`src/rtl/aes_sbox_array.sv`:
```
// aes_sbox_array: applies the AES S-box (or its inverse) to every byte of a
// transaction, NSBOX bytes per clock, using a small valid/ready FSM.
// Each lane computes the GF(2^8) inverse algebraically and wraps it with the
// forward or inverse affine layer, so one inverter serves both directions.
module aes_sbox_array #(
    parameter int NBYTES = 16,
    parameter int NSBOX  = 4
) (
    input  logic                  clk,
    input  logic                  rst,
    input  logic                  in_valid,
    output logic                  in_ready,
    input  logic                  in_decode,
    input  logic [8*NBYTES-1:0]   in_data,
    output logic                  out_valid,
    input  logic                  out_ready,
    output logic [8*NBYTES-1:0]   out_data,
    output logic                  out_decode,
    output logic                  busy
);

    localparam int NBEATS = NBYTES / NSBOX;
    localparam int BW     = (NBEATS > 1) ? $clog2(NBEATS) : 1;
    localparam int IW     = (NBYTES > 1) ? $clog2(8 * NBYTES) : 3;
    localparam logic [BW-1:0] LAST_BEAT = BW'(NBEATS - 1);

    typedef enum logic [1:0] {IDLE, BUSY, DONE} state_t;

    state_t              state;
    state_t              state_next;
    logic [BW-1:0]       beat;
    logic [8*NBYTES-1:0] work;
    logic [8*NBYTES-1:0] work_next;
    logic                mode;
    logic                accept;
    logic [IW-1:0]       lane_lsb [NSBOX];

    // Multiply by x modulo the AES polynomial x^8 + x^4 + x^3 + x + 1.
    function automatic logic [7:0] xtime(input logic [7:0] a);
        return {a[6:0], 1'b0} ^ (a[7] ? 8'h1b : 8'h00);
    endfunction

    function automatic logic [7:0] gf_mul(input logic [7:0] a, input logic [7:0] b);
        logic [7:0] p;
        logic [7:0] aa;
        p  = 8'h00;
        aa = a;
        for (int i = 0; i < 8; i++) begin
            if (b[i]) p = p ^ aa;
            aa = xtime(aa);
        end
        return p;
    endfunction

    // x^254 is the multiplicative inverse; zero maps to zero as AES requires.
    function automatic logic [7:0] gf_inv(input logic [7:0] x);
        logic [7:0] sq;
        logic [7:0] acc;
        sq  = x;
        acc = 8'h01;
        for (int i = 0; i < 7; i++) begin
            sq  = gf_mul(sq, sq);
            acc = gf_mul(acc, sq);
        end
        return acc;
    endfunction

    function automatic logic [7:0] affine_fwd(input logic [7:0] x);
        return x ^ {x[6:0], x[7]} ^ {x[5:0], x[7:6]} ^ {x[4:0], x[7:5]}
                 ^ {x[3:0], x[7:4]} ^ 8'h63;
    endfunction

    function automatic logic [7:0] affine_inv(input logic [7:0] x);
        return {x[6:0], x[7]} ^ {x[4:0], x[7:5]} ^ {x[1:0], x[7:2]} ^ 8'h05;
    endfunction

    // Forward: affine(inv(x)); inverse: inv(inverse_affine(x)).
    function automatic logic [7:0] sbox_lane(input logic [7:0] x, input logic dec);
        logic [7:0] g;
        g = gf_inv(dec ? affine_inv(x) : x);
        return dec ? g : affine_fwd(g);
    endfunction

    assign accept     = in_valid && in_ready;
    assign out_data   = work;
    assign out_decode = mode;
    assign busy       = (state != IDLE);

    // Handshake outputs and next state for the IDLE/BUSY/DONE controller.
    always_comb begin
        state_next = state;
        in_ready   = 1'b0;
        out_valid  = 1'b0;
        case (state)
            IDLE: begin
                in_ready = 1'b1;
                if (in_valid) state_next = BUSY;
            end
            BUSY: begin
                if (beat == LAST_BEAT) state_next = DONE;
            end
            DONE: begin
                out_valid = 1'b1;
                in_ready  = out_ready;
                if (out_ready) state_next = in_valid ? BUSY : IDLE;
            end
            default: state_next = IDLE;
        endcase
    end

    // Bit offset of each lane's byte within the working register for this beat.
    always_comb begin
        for (int j = 0; j < NSBOX; j++) begin
            lane_lsb[j] = IW'((int'(beat) * NSBOX + j) * 8);
        end
    end

    // Substitute the current beat's bytes; all other bytes pass through.
    always_comb begin
        work_next = work;
        for (int j = 0; j < NSBOX; j++) begin
            work_next[lane_lsb[j] +: 8] = sbox_lane(work[lane_lsb[j] +: 8], mode);
        end
    end

    // State, beat counter, working register and latched mode.
    always_ff @(posedge clk) begin
        if (rst) begin
            state <= IDLE;
            beat  <= '0;
            work  <= '0;
            mode  <= 1'b0;
        end else begin
            state <= state_next;
            if (accept) begin
                work <= in_data;
                mode <= in_decode;
                beat <= '0;
            end else if (state == BUSY) begin
                work <= work_next;
                if (beat != LAST_BEAT) beat <= beat + BW'(1);
            end
        end
    end

endmodule

```
`config.mk`:
```
export PLATFORM = sky130hd
export DESIGN_NAME = aes_sbox_array
export DESIGN_NICKNAME = d
export VERILOG_FILES = /design/src/rtl/aes_sbox_array.sv
export SDC_FILE = /design/constraint.sdc
export NUM_CORES = 2
export LEC_CHECK = 0
export CELL_PAD_IN_SITES_DETAIL_PLACEMENT = 2
export CELL_PAD_IN_SITES_GLOBAL_PLACEMENT = 2
export CORE_UTILIZATION = 44
export DETAILED_ROUTE_END_ITERATION = 12
export DONT_BUFFER_PORTS = 1
export PLACE_DENSITY_LB_ADDON = 0.1
export SETUP_SLACK_MARGIN = 0.02
export SLEW_MARGIN = 15
export SYNTH_ARGS = -nofsm -noshare
export SYNTH_HDL_FRONTEND = slang
export SYNTH_SLANG_ARGS = --single-unit
export TNS_END_PERCENT = 1
```
`constraint.sdc`:
```
create_clock -name clk -period 25.9 [get_ports clk]
set_input_delay 5.18 -clock clk [delete_from_list [all_inputs] [get_ports clk]]
set_output_delay 5.18 -clock clk [all_outputs]
set_load 0.05 [all_outputs]
```
## Word-level counts from Yosys, hierarchy flattened

Cells that the tools add are included.

- Mux-type cells: 833
- Equal/unequal tests: 7
- Shift-type cells: 12
- Bitwise logic cells: 788
- Add/sub/neg operators: 8
- Reductions and logical operators: 7

Operator list:

| cell | number |
|---|---|
| 8-bit 2-to-1 mux | 428 |
| 8-bit bitwise XOR | 388 |
| 8-bit by 5-bit bitwise XOR with 8-bit output | 364 |
| 5-bit 2-to-1 mux | 368 |
| 128-bit bitwise mux | 4 |
| 8-bit by 9-bit variable shift with 128-bit output, first input constant | 4 |
| 128-bit by 8-bit indexed part select with 8-bit output | 4 |
| 8-bit by 9-bit indexed part select with 128-bit output | 4 |
| 128-bit 2-to-1 mux | 2 |
| 7-bit negation with 9-bit output | 4 |
| 7-bit 2-to-1 mux | 4 |
| 1-bit inverter, first input constant | 28 |
| 6-bit 2-to-1 mux | 4 |
| 4-bit 2-to-1 mux | 4 |
| 4-bit inverter | 4 |
| 2-bit 2-to-1 mux | 7 |
| 3-bit 2-to-1 mux | 4 |
| 4-bit by 2-bit adder with 4-bit output, second input constant | 2 |
| 2-bit inequality test, second input constant | 4 |
| 2-bit inverter | 4 |
| 1-bit 2-to-1 mux | 6 |
| 2-bit case mux with 3 select lines | 1 |
| 4-bit by 1-bit adder with 4-bit output, second input constant | 1 |
| 2-bit equality test, second input constant | 2 |
| other kinds (9) | 10 |

- Input bits: 133
- Bits in registers: 133
- Output and inout port bits: 132

## Longest topological paths before layout

- Depth in word-level cells: 145
- Gate-level depth with buffers: 73
- Mapped depth without buffers: 57

## Worst setup path before layout

OpenSTA, ideal clock, no wires.

- Path kind: reg-to-reg
- Start point: register work[97], in the netlist out_data[97]
- End point: register work[103], in the netlist out_data[103]
- Required time: 25.767 ns
- Cell stages (with the launch flop): 64
- Path slack: 9.033 ns
- Setup time: 0.133 ns
- Data arrival time: 16.734 ns
- Buffers on the path: 11
- Period minus slack after synthesis: 16.867 ns
- Cell sequence: dfxtp_1 mux4_2 buf_2 xor3_1 mux2i_2 inv_2 buf_2 ha_1 inv_1 xnor2_1 a21oi_1 xnor2_1 inv_1 ha_1 clkinv_1 nor2_1 xnor3_1 inv_1 [28 not listed] a2111oi_0 a311oi_1 or3_1 and4_1 buf_2 nor3_1 xnor3_1 xor2_2 xnor2_4 nor2_1 xor2_1 xnor3_1 xnor3_1 xnor3_1 xnor3_1 nor2_1 xor2_1 o22ai_1

- Longest elaborated chain between the ends: 140

RTL lines:

| element | RTL line | source |
|---|---|---|
| start: declaration | 32 | `logic [8*NBYTES-1:0] work;` |
| start signal: assignment | 136 | `work <= in_data;` |
| start signal: assignment | 140 | `work <= work_next;` |
| 128-bit by 8-bit indexed part select with 8-bit output | 122 | `work_next[lane_lsb[j] +: 8] = sbox_lane(work[lane_lsb[j] +: 8], mode);` |
| 8-bit bitwise XOR | 74 | `return {x[6:0], x[7]} ^ {x[4:0], x[7:5]} ^ {x[1:0], x[7:2]} ^ 8'h05;` |
| 8-bit 2-to-1 mux / 8-bit bitwise XOR (equally long branches) | 80, 74 |  |
| 5-bit 2-to-1 mux (tied with other cells) | 40 | `return {a[6:0], 1'b0} ^ (a[7] ? 8'h1b : 8'h00);` |
| 8-bit by 5-bit bitwise XOR with 8-bit output (tied with other cells) | 40 |  |
| 8-bit bitwise XOR (tied with other cells) | 49 | `if (b[i]) p = p ^ aa;` |
| 8-bit 2-to-1 mux / 8-bit bitwise XOR (equally long branches) | 49 |  |
| 8-bit bitwise XOR / 8-bit 2-to-1 mux (equally long branches) | 49 |  |
| [122 not listed] | -- |  |
| 8-bit bitwise XOR | 70 | `^ {x[3:0], x[7:4]} ^ 8'h63;` |
| 4-bit inverter (no line) | -- |  |
| 8-bit 2-to-1 mux | 81 | `return dec ? g : affine_fwd(g);` |
| 8-bit by 9-bit indexed part select with 128-bit output | 122 |  |
| 128-bit bitwise mux (3 in a row) | 122 |  |
| 128-bit bitwise mux * | 122 |  |
| 128-bit 2-to-1 mux * | 139 | `end else if (state == BUSY) begin` |
| 128-bit 2-to-1 mux * | 135 | `if (accept) begin` |

Every way passes the cells marked *; elsewhere a longest branch is shown, timed or not. The select of a mux whose other input is x is not followed.
A chain may end at the register's enable or synchronous reset.

## Final worst setup path

- Start point: register beat[0]
- End point: register work[103], in the netlist out_data[103]

- Longest elaborated chain between the ends: 142

RTL lines:

| element | RTL line | source |
|---|---|---|
| start: declaration | 31 | `logic [BW-1:0] beat;` |
| start signal: assignment | 141 | `if (beat != LAST_BEAT) beat <= beat + BW'(1);` |
| 4-bit by 1-bit adder with 4-bit output / 128-bit by 8-bit indexed part select with 8-bit output (equally long branches) | 114, 122 |  |
| 128-bit by 8-bit indexed part select with 8-bit output / 8-bit bitwise XOR (equally long branches) | 122, 74 |  |
| 8-bit bitwise XOR | 74 |  |
| 8-bit bitwise XOR / 2-bit inverter (equally long branches) | -- |  |
| 2-bit inverter (no line) / 8-bit 2-to-1 mux (equally long branches) | -- |  |
| 8-bit 2-to-1 mux (on tied branches) | 80, 49 |  |
| 8-bit 2-to-1 mux / 8-bit bitwise XOR (equally long branches) | 49 |  |
| 8-bit bitwise XOR / 8-bit 2-to-1 mux (equally long branches) | 49 |  |
| [125 not listed] | -- |  |
| 8-bit bitwise XOR / 4-bit inverter (equally long branches) | -- |  |
| 4-bit inverter (no line) / 8-bit 2-to-1 mux (equally long branches) | -- |  |
| 8-bit 2-to-1 mux / 8-bit by 9-bit indexed part select with 128-bit output (equally long branches) | 81, 122 |  |
| 8-bit by 9-bit indexed part select with 128-bit output / 128-bit bitwise mux (equally long branches) | 122 |  |
| 128-bit bitwise mux (2 in a row) | 122 |  |
| 128-bit bitwise mux * | 122 |  |
| 128-bit 2-to-1 mux * | 139 |  |
| 128-bit 2-to-1 mux * | 135 |  |

Marks and branches as above.

==> run_results.csv <==
group,metric,value,unit
critical_path,crit_top_cell,"xnor3_1",
critical_path,cp_max_fo,27,
die,fp.dieW,378,um
yosys,netlist_instances,8186,
cells_and_area,fillers,16200,
routing,via_count,62900,
yosys,synth_nets,8342,
clocking,clock-sinks,133,
clocking,h-tree-depth,4,
grt,grt_max_degree,141,
cells_and_area,ff_latch_area,2670,um^2
routing,antenna_left,0,
cells_and_area,final_cell_mix,"1431 x xnor2_1, 1221 x nor2_1, 737 x nand2_1",
timing,worst_pin_slew,1.29,ns
grt,antenna_found_initial,22,
timing,fin_tns_setup,0,ns
timing,grt_setup_unrepaired,"false",
cells_and_area,drive_above_1_share,9.18,%
yosys,yosys_warnings,0,
clocking,clock-root-buffer,"clkbuf_16",
clocking,ctsResizeCount,0,
critical_path,reg2reg_to,"out_data[103]",
critical_path,endpoint_kind,"flip-flop",
routing,post_drt_wl_per_cell,27.5,um
timing,final_hold_viol_count,0,
timing,slew_violations,0,
min_path,hp-class,"reg -> reg",
routing,via_per_inst,6.38,
min_path,min_to,"state[1]",
timing,slew_headroom,13.8,%
yosys,ys_async_sr_fraction,0,%
status,status,"finished, final reports clean",
place,numPortBuffers,0,
clocking,clkLatencyLatePin,0.56,ns
place,gp_congestion,0.919,
yosys,syn_area,62200,um^2
critical_path,r2r_start,"beat[0]",
die,io_pins,265,
routing,first_pass_iters,7,
min_path,min_from,"state[1]",
clocking,cts.path.max_buffers,2,
min_path,worstHoldPathCells,2,
critical_path,cp-start-kind,"flip-flop",
routing,route.detailed.drc,0,
critical_path,slowest_stage,"a2111oi_2",
critical_path,required,26.29,ns
cells_and_area,area_delta_synth_final,5.62,%
timing,min_period,22.03,ns
critical_path,arrival,22.41,ns
timing,max_freq,0.0454,GHz
yosys,synth_edf_count,0,
cells_and_area,final_common_cell,"xnor2_1",
clocking,cts_tree,"yes",
die,die_area,143000,um^2
yosys,synth-seq-area-share,4.28,%
die,rows,137,
critical_path,reg2reg_slack,3.87,ns
flow_run,cap_violations,0,
timing,finalCritPeriodShare,85.0,%
yosys,synth_seq_cells,133,
clocking,cts_hold_buffers,0,
yosys,ys.flop_type,"dfxtp_1",
grt,track_usage,36.7,%
cells_and_area,multi_input_area,57500,um^2
yosys,yosys.cell_types.count,123,
critical_path,rr_worst_depth,56,
timing,skew,0.0373,ns
die,coreArea,140000,um^2
die,die_y,378,um
clocking,cts_setup_buffers,0,
clocking,clkTransAtPathRegs,0.08,ns
clocking,numCtsBuffers,17,
critical_path,path_class,"reg -> reg",
grt,grt_pass1_wl,413000,um
cells_and_area,final_nets,8105,
critical_path,slowest_delay,1.01,ns
grt,overflow,0,
routing,postRouteWirelength,270000,um
grt,first_global_vias,67000,
place,hpwl,203000,um
routing,initialDrtViolationCount,4601,
die,initial_core_util,44.5,%
yosys,syn_avg_cell_area,7.60,um^2
timing,setup_viol,0,
cells in the mapped netlist, types with 29 or more instances:
| master | count | area (um^2) |
|---|---|---|
| a211oi_1 | 60 | 450 |
| buf_1 | 40 | 150 |
| a21o_1 | 29 | 218 |
| a22oi_1 | 45 | 338 |
| nor2_1 | 1222 | 4590 |
| xnor2_2 | 59 | 960 |
| dfxtp_1 | 133 | 2660 |
| or3_1 | 42 | 263 |
| nor3_1 | 198 | 991 |
| a21oi_1 | 510 | 2550 |
| mux2i_1 | 218 | 2180 |
| nand2_1 | 742 | 2790 |
| nand2b_1 | 58 | 363 |
| inv_1 | 60 | 225 |
| a31oi_1 | 63 | 394 |
| o211ai_1 | 58 | 435 |
| buf_2 | 112 | 561 |
| xor3_1 | 76 | 1810 |
| o22ai_1 | 227 | 1420 |
| mux4_2 | 43 | 968 |
| mux2_2 | 50 | 563 |
| and2_1 | 55 | 344 |
| nor4_1 | 31 | 194 |
| o21ai_0 | 349 | 1750 |
| clkbuf_1 | 369 | 1390 |
| xnor3_1 | 365 | 8220 |
| nand3_1 | 193 | 966 |
| nor2b_1 | 53 | 332 |
| xnor2_1 | 1485 | 13000 |
| and3_1 | 171 | 1070 |
| xor2_1 | 405 | 3550 |
flip-flops by register name (all words and copies together), names as in the netlist:
register    cells
out_data      128
beat            2
out_decode      1
state           2
stage by stage:
stage / cells / util, % / cell area (um^2) / setup slack (ns) / hold WS, ns
floorplan: 8186 / - / 62200 / 9.03 / 0.486
global placement: 9806 / 46.5 / 65000 / 5.07 / 0.519
detailed placement: 9806 / 46.5 / 65000 / 4.21 / 0.557
CTS: 9838 / 47.0 / 65700 / 4.05 / 0.560
global route: 9844 / 47.0 / 65700 / 2.47 / 0.597
finish: 9848 / 47.0 / 65700 / 3.87 / 0.558
critical path, delay by kind of cell, from the launching register on:
kind	cells	cell delay (ns)
AND/OR/NAND/NOR	12	3.43
buffers and inverters	7	2.70
AO/OA/AOI/OAI	13	4.71
adder cells (fa/ha/maj)	4	1.84
flip-flops	1	0.82
multiplexers	3	1.91
XOR/XNOR	17	6.31
worst max-delay path by stage:
stage                                to  slack, ns         start
after floorplan           out_data[103]       9.03  out_data[97]
after global placement    out_data[103]       5.07       beat[0]
after detailed placement  out_data[103]       4.21       beat[0]
after CTS                 out_data[103]       4.05       beat[0]
after global routing      out_data[103]       2.47       beat[0]
final                     out_data[103]       3.87       beat[0]
metal layers:
layer / vias to the layer above / GRT usage [%] / wire length [um]
li1: 28100 / - / -
met4: 12 / 10.1 / 6670
met1: 32300 / 48.2 / 117000
met5: - / 0 / 80
met2: 2057 / 61.2 / 128000
met3: 420 / 6.52 / 18600
area by class of cell:
class / count / area share, %
diodes: 10 / 0.0381
clock buffers: 17 / 0.647
clock inverters: 15 / 0.350
inverters: 77 / 0.440
multi-input cells: 7426 / 87.5
flip-flops and latches: 133 / 4.07
well taps: 1876 / 3.57
repair buffers: 294 / 3.36
kinds of logic (layout without fill, tap and decap cells):
| logic type | count (synthesis) | in the layout | share of synthesized area, % |
|---|---|---|---|
| AND/OR/NAND/NOR | 2904 | 2904 | 20.8 |
| XOR/XNOR | 2447 | 2447 | 46.2 |
| AO/OA/AOI/OAI | 1721 | 1721 | 17.6 |
| buffers and inverters | 627 | 403 | 4.24 |
| multiplexers | 326 | 326 | 6.35 |
| flip-flops | 133 | 133 | 4.28 |
| adder cells (fa/ha/maj) | 28 | 28 | 0.543 |
| other | 0 | 10 | 0 |
Power is left out: the tool's default activity adds up to more than one toggle a clock period on the data nets, which glitch-free logic cannot reach.
